<file path="src/rtl/pipeline_hazard_controller_if.sv">
// Hazard-controller bus: ID/EX/MEM hazard inputs and pipeline control outputs.
// stall_cycles exists only when HAZARD_STATS_EN is defined.
interface pipeline_hazard_controller_if #(
  parameter int unsigned STAT_WIDTH = 32
);
  logic [4:0] ID_Rs1;
  logic [4:0] ID_Rs2;
  logic       ID_UsesRs1;
  logic       ID_UsesRs2;
  logic       ID_IsStore;
  logic       ID_IsBranch;
  logic       branch_taken;
  logic       EX_MemRead;
  logic       EX_RegWrite;
  logic [4:0] EX_Rd;
  logic       MEM_MemRead;
  logic [4:0] MEM_Rd;
  logic       EX_DivStart;
  logic       PC_stall;
  logic       IFID_stall;
  logic       IFID_flush;
  logic       IDEX_bubble;
  logic       EX_stall;
  logic       div_busy;
`ifdef HAZARD_STATS_EN
  logic [STAT_WIDTH-1:0] stall_cycles;
`endif

  modport master (
    output ID_Rs1, ID_Rs2, ID_UsesRs1, ID_UsesRs2, ID_IsStore, ID_IsBranch,
           branch_taken, EX_MemRead, EX_RegWrite, EX_Rd, MEM_MemRead, MEM_Rd,
           EX_DivStart,
`ifdef HAZARD_STATS_EN
    input  stall_cycles,
`endif
    input  PC_stall, IFID_stall, IFID_flush, IDEX_bubble, EX_stall, div_busy
  );

  modport slave (
    input  ID_Rs1, ID_Rs2, ID_UsesRs1, ID_UsesRs2, ID_IsStore, ID_IsBranch,
           branch_taken, EX_MemRead, EX_RegWrite, EX_Rd, MEM_MemRead, MEM_Rd,
           EX_DivStart,
`ifdef HAZARD_STATS_EN
    output stall_cycles,
`endif
    output PC_stall, IFID_stall, IFID_flush, IDEX_bubble, EX_stall, div_busy
  );
endinterface

</file>
<file path="src/rtl/pipeline_hazard_controller.sv">
// Decode-stage hazard/stall controller: load-use, in-flight branch operands, multi-cycle divide.
// Optional stall-cycle counter enabled by defining HAZARD_STATS_EN.
module pipeline_hazard_controller #(
  parameter int unsigned DIV_LATENCY = 8,
  parameter int unsigned STAT_WIDTH  = 32
) (
  input logic                          clk,
  input logic                          rst,
  pipeline_hazard_controller_if.slave  bus
);
  localparam int unsigned CNT_W = $clog2(DIV_LATENCY);

  typedef enum logic [1:0] {IDLE, STALL2, DIV} state_t;

  state_t             state, state_next;
  logic [CNT_W-1:0]   div_cnt, div_cnt_next;

  logic ex_nz, mem_nz;
  logic rs1_ex, rs2_ex, rs1_mem, rs2_mem;
  logic lu, br1, br2, brm;
  logic in_div, fs;

  // Operand match terms against the EX and MEM destinations
  assign ex_nz   = (bus.EX_Rd  != 5'd0);
  assign mem_nz  = (bus.MEM_Rd != 5'd0);
  assign rs1_ex  = bus.ID_UsesRs1 && (bus.ID_Rs1 == bus.EX_Rd);
  assign rs2_ex  = bus.ID_UsesRs2 && (bus.ID_Rs2 == bus.EX_Rd);
  assign rs1_mem = bus.ID_UsesRs1 && (bus.ID_Rs1 == bus.MEM_Rd);
  assign rs2_mem = bus.ID_UsesRs2 && (bus.ID_Rs2 == bus.MEM_Rd);

  // Store data on rs2 is forwarded late from MEM/WB, so it never waits on a load
  assign lu  = bus.EX_MemRead && ex_nz && !bus.ID_IsBranch &&
               (rs1_ex || (rs2_ex && !bus.ID_IsStore));
  assign br1 = bus.ID_IsBranch && bus.EX_RegWrite && !bus.EX_MemRead && ex_nz &&
               (rs1_ex || rs2_ex);
  assign br2 = bus.ID_IsBranch && bus.EX_MemRead && ex_nz && (rs1_ex || rs2_ex);
  assign brm = bus.ID_IsBranch && bus.MEM_MemRead && mem_nz && (rs1_mem || rs2_mem);

  assign in_div = (state == DIV);
  assign fs     = in_div || (state == STALL2) ||
                  ((state == IDLE) && (lu || br1 || br2 || brm));

  // State register
  always_ff @(posedge clk or posedge rst) begin
    if (rst) begin
      state   <= IDLE;
      div_cnt <= '0;
    end else begin
      state   <= state_next;
      div_cnt <= div_cnt_next;
    end
  end

  // Next-state: divide start wins over any pending branch stall
  always_comb begin
    state_next   = state;
    div_cnt_next = div_cnt;
    unique case (state)
      IDLE: begin
        if (bus.EX_DivStart) begin
          state_next   = DIV;
          div_cnt_next = CNT_W'(DIV_LATENCY - 2);
        end else if (br2) begin
          state_next = STALL2;
        end
      end
      STALL2: begin
        if (bus.EX_DivStart) begin
          state_next   = DIV;
          div_cnt_next = CNT_W'(DIV_LATENCY - 2);
        end else begin
          state_next = IDLE;
        end
      end
      DIV: begin
        if (div_cnt == '0) state_next = IDLE;
        else               div_cnt_next = div_cnt - CNT_W'(1);
      end
      default: state_next = IDLE;
    endcase
  end

  // Combinational outputs, all held low during reset
  assign bus.PC_stall    = !rst && fs;
  assign bus.IFID_stall  = !rst && fs;
  assign bus.IDEX_bubble = !rst && fs && !in_div;
  assign bus.EX_stall    = !rst && in_div;
  assign bus.div_busy    = !rst && in_div;
  assign bus.IFID_flush  = !rst && bus.branch_taken && !fs;

`ifdef HAZARD_STATS_EN
  logic [STAT_WIDTH-1:0] stall_cnt;

  // Saturating count of front-end stall cycles
  always_ff @(posedge clk or posedge rst) begin
    if (rst) begin
      stall_cnt <= '0;
    end else if (bus.PC_stall && (stall_cnt != {STAT_WIDTH{1'b1}})) begin
      stall_cnt <= stall_cnt + STAT_WIDTH'(1);
    end
  end

  assign bus.stall_cycles = stall_cnt;
`endif
endmodule

</file>
<file path="src/flat_wrapper.sv">
// flat-port wrapper written by rule: the top's interface ports become plain ports
module pipeline_hazard_controller_flat 
#(
  parameter int unsigned DIV_LATENCY = 8,
  parameter int unsigned STAT_WIDTH  = 32
)
  (clk, rst, bus_ID_Rs1, bus_ID_Rs2, bus_ID_UsesRs1, bus_ID_UsesRs2, bus_ID_IsStore, bus_ID_IsBranch, bus_branch_taken, bus_EX_MemRead, bus_EX_RegWrite, bus_EX_Rd, bus_MEM_MemRead, bus_MEM_Rd, bus_EX_DivStart, bus_PC_stall, bus_IFID_stall, bus_IFID_flush, bus_IDEX_bubble, bus_EX_stall, bus_div_busy);
  pipeline_hazard_controller_if #(.STAT_WIDTH(STAT_WIDTH)) bus_i ();
  input logic clk;
  input logic rst;
  input wire logic [$bits(bus_i.ID_Rs1)-1:0] bus_ID_Rs1;
  input wire logic [$bits(bus_i.ID_Rs2)-1:0] bus_ID_Rs2;
  input wire logic [$bits(bus_i.ID_UsesRs1)-1:0] bus_ID_UsesRs1;
  input wire logic [$bits(bus_i.ID_UsesRs2)-1:0] bus_ID_UsesRs2;
  input wire logic [$bits(bus_i.ID_IsStore)-1:0] bus_ID_IsStore;
  input wire logic [$bits(bus_i.ID_IsBranch)-1:0] bus_ID_IsBranch;
  input wire logic [$bits(bus_i.branch_taken)-1:0] bus_branch_taken;
  input wire logic [$bits(bus_i.EX_MemRead)-1:0] bus_EX_MemRead;
  input wire logic [$bits(bus_i.EX_RegWrite)-1:0] bus_EX_RegWrite;
  input wire logic [$bits(bus_i.EX_Rd)-1:0] bus_EX_Rd;
  input wire logic [$bits(bus_i.MEM_MemRead)-1:0] bus_MEM_MemRead;
  input wire logic [$bits(bus_i.MEM_Rd)-1:0] bus_MEM_Rd;
  input wire logic [$bits(bus_i.EX_DivStart)-1:0] bus_EX_DivStart;
  output wire logic [$bits(bus_i.PC_stall)-1:0] bus_PC_stall;
  output wire logic [$bits(bus_i.IFID_stall)-1:0] bus_IFID_stall;
  output wire logic [$bits(bus_i.IFID_flush)-1:0] bus_IFID_flush;
  output wire logic [$bits(bus_i.IDEX_bubble)-1:0] bus_IDEX_bubble;
  output wire logic [$bits(bus_i.EX_stall)-1:0] bus_EX_stall;
  output wire logic [$bits(bus_i.div_busy)-1:0] bus_div_busy;
  assign bus_i.ID_Rs1 = bus_ID_Rs1;
  assign bus_i.ID_Rs2 = bus_ID_Rs2;
  assign bus_i.ID_UsesRs1 = bus_ID_UsesRs1;
  assign bus_i.ID_UsesRs2 = bus_ID_UsesRs2;
  assign bus_i.ID_IsStore = bus_ID_IsStore;
  assign bus_i.ID_IsBranch = bus_ID_IsBranch;
  assign bus_i.branch_taken = bus_branch_taken;
  assign bus_i.EX_MemRead = bus_EX_MemRead;
  assign bus_i.EX_RegWrite = bus_EX_RegWrite;
  assign bus_i.EX_Rd = bus_EX_Rd;
  assign bus_i.MEM_MemRead = bus_MEM_MemRead;
  assign bus_i.MEM_Rd = bus_MEM_Rd;
  assign bus_i.EX_DivStart = bus_EX_DivStart;
  assign bus_PC_stall = bus_i.PC_stall;
  assign bus_IFID_stall = bus_i.IFID_stall;
  assign bus_IFID_flush = bus_i.IFID_flush;
  assign bus_IDEX_bubble = bus_i.IDEX_bubble;
  assign bus_EX_stall = bus_i.EX_stall;
  assign bus_div_busy = bus_i.div_busy;
  pipeline_hazard_controller #(.DIV_LATENCY(DIV_LATENCY), .STAT_WIDTH(STAT_WIDTH)) u_core (.clk(clk), .rst(rst), .bus(bus_i));
endmodule
</file>
<file path="config.mk">
export PLATFORM = sky130hd
export DESIGN_NAME = pipeline_hazard_controller_flat
export DESIGN_NICKNAME = d
export VERILOG_FILES = /design/src/rtl/pipeline_hazard_controller_if.sv /design/src/rtl/pipeline_hazard_controller.sv /design/src/flat_wrapper.sv
export SDC_FILE = /design/constraint.sdc
export NUM_CORES = 1
export LEC_CHECK = 0
export CAP_MARGIN = 20
export CELL_PAD_IN_SITES_DETAIL_PLACEMENT = 0
export CELL_PAD_IN_SITES_GLOBAL_PLACEMENT = 2
export CORE_MARGIN = 2
export CORE_UTILIZATION = 19
export CTS_CLUSTER_DIAMETER = 100
export DETAILED_ROUTE_END_ITERATION = 8
export PLACE_DENSITY = 0.87
export SYNTH_ARGS = -nofsm -noshare
export SYNTH_HDL_FRONTEND = slang
export SYNTH_SLANG_ARGS = --single-unit
</file>
<file path="constraint.sdc">
create_clock -name clk -period 1.8 [get_ports clk]
set_clock_uncertainty 0.2 [all_clocks]
set_input_delay 0.27 -clock clk [delete_from_list [all_inputs] [get_ports clk]]
set_output_delay 0.27 -clock clk [all_outputs]
set_load 0.02 [all_outputs]
</file>
Word level (Yosys, flattened, before mapping)
Index checks and enable logic that the tools add are counted.
{"block": "word_totals", "ram_bits": 0, "input_bits": 31, "latch_bits": 0, "elab_cells": 67, "output_inout_bits": 6, "rom_bits": 0, "memories": 0, "reg_bits": 5}
{"block": "op_classes", "n_reduce_logical": 46, "bitwise_logic": 0, "n_mul": 0, "magnitude_cmp": 0, "shifts": 0, "n_div": 0, "muxes": 8, "addsub": 1, "eq_ne": 10}
{"cell": "$logic_and 1x1->1", "n": 24}
{"cell": "$eq 5x5->1", "n": 4}
{"cell": "$reduce_bool 5->1", "n": 2}
{"cell": "$logic_or 1x1->1", "n": 8}
{"cell": "$mux 2", "n": 4}
{"cell": "$logic_not 1->1", "n": 6}
{"cell": "$mux 3", "n": 2}
{"cell": "$pmux 2 s3", "n": 1}
{"cell": "$pmux 3 s2", "n": 1}
{"cell": "$ne 2x2->1 const B", "n": 2}
{"cell": "$logic_not 3->1", "n": 1}
{"cell": "$ne 3x2->1 const B", "n": 1}
{"cell": "$reduce_and 3->1", "n": 1}
{"cell": "$sub 3x1->3 const B", "n": 1}
{"cell": "$eq 2x1->1 const B", "n": 1}
{"cell": "$eq 2x2->1 const B", "n": 1}
{"cell": "$logic_not 2->1", "n": 1}
{"cell": "$ne 2x1->1 const B", "n": 1}
{"cell": "$reduce_and 2->1", "n": 1}
{"cell": "$reduce_bool 2->1", "n": 1}
{"cell": "$reduce_or 2->1", "n": 1}

Longest topological paths before layout
{"block": "depth", "word_depth": 12, "mapped_depth": 7, "ltp_nobuf": 7}

Worst setup path after synthesis
Ideal clock, no wire load.
{"block": "synth_path", "path_kind": "input to output", "start": "input port bus_EX_Rd[3]", "end": "output port bus_IDEX_bubble", "arrival_time_ns": 1.959, "path_stages": 5, "path_buffers": 0, "setup_slack_ns": -0.629, "required_time_ns": 1.330, "path_cell_list": "xnor2_1 > nand4_1 > or3_1 > a21o_1 > a2111oi_1"}
{"block": "synth_via", "elab_chain_len": 12, "elab_cells_between_ends": 22, "classes_between": "eq/ne (2); reduce/logical (20)"}
{"item": "start: declaration", "line_no": "flat_wrapper.sv:20", "rtl": "input wire logic [$bits(bus_i.EX_Rd)-1:0] bus_EX_Rd;"}
{"item": "$eq 5x5->1", "line_no": "pipeline_hazard_controller.sv:27", "rtl": "assign rs2_ex = bus.ID_UsesRs2 && (bus.ID_Rs2 == bus.EX_Rd);"}
{"item": "$logic_and 1x1->1", "line_no": "pipeline_hazard_controller.sv:27"}
{"item": "$logic_and 1x1->1", "line_no": "pipeline_hazard_controller.sv:33", "rtl": "(rs1_ex || (rs2_ex && !bus.ID_IsStore));"}
{"item": "$logic_or 1x1->1", "line_no": "pipeline_hazard_controller.sv:33"}
{"item": "$logic_and 1x1->1", "line_no": "pipeline_hazard_controller.sv:32", "rtl": "assign lu = bus.EX_MemRead && ex_nz && !bus.ID_IsBranch &&"}
{"item": "$logic_or 1x1->1", "line_no": "pipeline_hazard_controller.sv:41", "rtl": "((state == IDLE) && (lu || br1 || br2 || brm));"}
{"item": "$logic_or 1x1->1 * (2 in series)", "line_no": "pipeline_hazard_controller.sv:41"}
{"item": "$logic_and 1x1->1 *", "line_no": "pipeline_hazard_controller.sv:41"}
{"item": "$logic_or 1x1->1 *", "line_no": "pipeline_hazard_controller.sv:40", "rtl": "assign fs = in_div || (state == STALL2) ||"}
{"item": "$logic_and 1x1->1 * (2 in series)", "line_no": "pipeline_hazard_controller.sv:86", "rtl": "assign bus.IDEX_bubble = !rst && fs && !in_div;"}
{"item": "end: declaration", "line_no": "flat_wrapper.sv:27", "rtl": "output wire logic [$bits(bus_i.IDEX_bubble)-1:0] bus_IDEX_bubble;"}
Every way passes the cells marked *; elsewhere a longest branch is shown, timed or not.

Final worst setup path
{"block": "layout_path", "start": "input port bus_EX_Rd[0]", "end": "output port bus_PC_stall"}
{"block": "layout_via", "elab_chain_len": 11, "elab_cells_between_ends": 21, "classes_between": "eq/ne (2); reduce/logical (19)"}
{"item": "$eq 5x5->1", "line_no": "pipeline_hazard_controller.sv:27"}
{"item": "$logic_and 1x1->1", "line_no": "pipeline_hazard_controller.sv:27"}
{"item": "$logic_and 1x1->1", "line_no": "pipeline_hazard_controller.sv:33"}
{"item": "$logic_or 1x1->1", "line_no": "pipeline_hazard_controller.sv:33"}
{"item": "$logic_and 1x1->1", "line_no": "pipeline_hazard_controller.sv:32"}
{"item": "$logic_or 1x1->1", "line_no": "pipeline_hazard_controller.sv:41"}
{"item": "$logic_or 1x1->1 * (2 in series)", "line_no": "pipeline_hazard_controller.sv:41"}
{"item": "$logic_and 1x1->1 *", "line_no": "pipeline_hazard_controller.sv:41"}
{"item": "$logic_or 1x1->1 *", "line_no": "pipeline_hazard_controller.sv:40"}
{"item": "$logic_and 1x1->1 *", "line_no": "pipeline_hazard_controller.sv:84", "rtl": "assign bus.PC_stall = !rst && fs;"}
{"item": "end: declaration", "line_no": "flat_wrapper.sv:24", "rtl": "output wire logic [$bits(bus_i.PC_stall)-1:0] bus_PC_stall;"}
Marked as above.

==> impl_metrics.json <==
{
  "synth_nets": 131,
  "ys_async_sr_fraction": 1.00,
  "setup_viol": 4,
  "yosys-top-cells-area": "xnor2_1 23%, dfrtp_1 17%, ha_1 10%",
  "fillers": 373,
  "die_x_um": 66.7,
  "place.port_buffers": 36,
  "clk_latency_ps": 220,
  "clk_pin_slew_ps": 40,
  "total_power_mw": 1.50,
  "cts_tree": "yes",
  "reg2reg_from": "u_core.state[0]",
  "drv_cap": 0,
  "n_antenna_cell": 0,
  "synth_area_um2": 746,
  "crit_chain": "buf_8 -> xnor2_2 -> nand4_1 -> buf_4 -> nor4_4 -> a21oi_2 -> buf_4 -> a211oi_4 -> buf_6",
  "via_per_inst": 4.66,
  "seq_area_frac_synth": 0.168,
  "required_ps": 1330,
  "endpoint_kind": "primary output",
  "dieArea_um2": 4440,
  "regToRegSetupSlack_ps": 100,
  "overflow": 0,
  "crit_top_cell": "buf_4",
  "ios": 37,
  "start_util": 0.201,
  "fmax_mhz": 435,
  "multi_input_area_um2": 915,
  "antenna_found_initial": 0,
  "ys_warn_count": 0,
  "synth_cells": 94,
  "power_density_nw_per_um2": 835,
  "synth_top_cell_by_area": "xnor2_1",
  "cts_buffers": 3,
  "nets": 202,
  "layout-drive-gt1-share": 0.640,
  "fin_cells": 212,
  "dr.pass1.iters": 4,
  "final.period_utilization": 1.28,
  "arrival_ps": 1830,
  "ys_ff_latch": 5,
  "worstHoldPathType": "in2async",
  "fin_util": 0.482,
  "wl_per_cell_um": 13.8,
  "grt_use_total": 0.140,
  "cp-startpoint": "bus_EX_Rd[0]",
  "cts_buffer_depth": 2,
  "fin_ws_ps": -498,
  "peakVddDrop_mv": 0.230,
  "hold_viol_final": 0,
  "vias": 988,
  "synth_common_cells": "20 x xnor2_1, 11 x nand2_1, 7 x inv_1",
  "grt_max_degree": 8,
  "synth_edf_count": 0,
  "rsz0062_at_grt": "true",
  "totalWireLength_mm": 2.92,
  "synth_top_area_frac": 0.235,
  "place_inst": 203,
  "ant_nets": 0,
  "core_area_um2": 3720,
  "status": "finished, violations left",
  "fp-row-count": 22,
  "synth_flop_cell": "dfrtp_1",
  "grt_pass1_wl_mm": 4.71,
  "cp_max_fo": 3,
  "die_y_um": 66.7,
  "timing.critical_path.to": "bus_PC_stall",
  "slew_headroom": 0.741,
  "cts.sinks": 5,
  "postCtsHoldBufs": 0,
  "maxSlewViolCount": 0,
  "yosysMostFrequentCell": "xnor2_1",
  "drt_iter0_drc": 15,
  "area_growth_pct": 140,
  "gp_congestion": 0.855,
  "final.min_clock_period_ps": 2300,
  "r2r_end": "u_core.div_cnt[2]",
  "dp_hpwl_mm": 2.30,
  "htreeDepth": 1,
  "grt_pass1_vias": 1094,
  "path_class": "in2out",
  "syn_avg_cell_area_um2": 7.93,
  "power.leakage_nw": 0.774,
  "area.sequential_um2": 125,
  "cts_root_buf": "clkbuf_8",
  "drc": 0,
  "cp-start-kind": "input port",
  "tightest_slew_ps": 387,
  "slowest_delay_ps": 330,
  "failed_checks": "negative setup slack",
  "yosysUniqueCellTypes": 33,
  "reg2reg_depth": 7,
  "crit_slowest_cell": "nor4_4"
}
worst min-delay path by stage:
stage | depth (start not counted) | startpoint | endpoint | slack (ps)
2_1_floorplan | 1 | rst | u_core.div_cnt[0] | -140
3_5_place_dp | 1 | u_core.div_cnt[2] | u_core.div_cnt[2] | 310
6_report | 3 | rst | u_core.div_cnt[1] | 7
3_3_place_gp | 1 | u_core.div_cnt[2] | u_core.div_cnt[2] | 300
5_1_grt | 3 | rst | u_core.div_cnt[2] | 50
4_1_cts | 1 | u_core.div_cnt[2] | u_core.div_cnt[2] | 320
critical path: cells and delay by family:
kind	cells	cell delay (ps)
compound gates	2	360
xor+xnor	1	140
buf+inv	4	590
simple gates	2	470
state kept, by name, indices dropped and copies added (netlist names):
signal	count
u_core.state	2
u_core.div_cnt	3
layout make-up:
class,instances,area share
sequential,5,0.0698
inverter,7,0.0147
multi-input combinational,80,0.510
tap,48,0.0335
clock buffer,4,0.0251
timing repair buffer,68,0.347
routing by layer:
layer	routed length, um	track usage	vias up
li1	-	-	480
met1	1010	0.134	456
met2	1610	0.290	41
met3	187	0.0270	11
met4	110	0.0485	0
met5	0	0	-
per-stage QoR:
step                      instance area (um2)  setup TNS (ps)  hold WS (ps)  setup WS, ps
after CTS                                1590           -1880           321          -520
after floorplan                           816           -1030          -143          -313
after global placement                   1420           -7260           303         -1390
final                                    1790           -1930          7.30          -498
after global routing                     1790           -2260          51.7          -578
after detailed placement                 1420           -7590           306         -1450
what timing repair did:
action / CTS / global route
pin swaps: 31 / 28
gates resized for setup: 142 / 51
buffers inserted: 3 / 3
endpoints found under the setup margin: 8 / 10
where the power goes:
part / internal (mW) / leakage (nW) / switching [mW] / total, mW
logic: 0.588 / 0.693 / 0.511 / 1.10
registers: 0.158 / 0.0584 / 0.0270 / 0.185
clock network: 0.152 / 0.0228 / 0.0603 / 0.213
cells in the final DEF, fill, tap and decap left out, types with 2 or more instances in the layout:
cell and count:
buf_4 30, buf_6 17, xnor2_2 14, nand2_1 9
clkdlybuf4s50_1 6, dfrtp_1 5, nand4_1 4, xnor2_1 4
nor2_1 4, inv_1 4, buf_2 4, buf_8 4
inv_2 3, a21oi_1 3, ha_1 3, ha_4 3
clkbuf_8 3, dlygate4sd2_1 3, nor2_4 2, xnor2_4 2
or3_4 2, nand2_2 2, o21ai_1 2, a21oi_2 2
a2111oi_4 2, nand3_2 2
cells by family after synthesis:
family | after synthesis | share of synthesized area
AO/OA/AOI/OAI | 23 | 0.232
AND/OR/NAND/NOR | 31 | 0.210
flip-flops | 5 | 0.168
XOR/XNOR | 20 | 0.235
buffers and inverters | 9 | 0.0554
adder cells (fa/ha/maj) | 6 | 0.101
No activity file was read; power rests on OpenSTA's default activity.
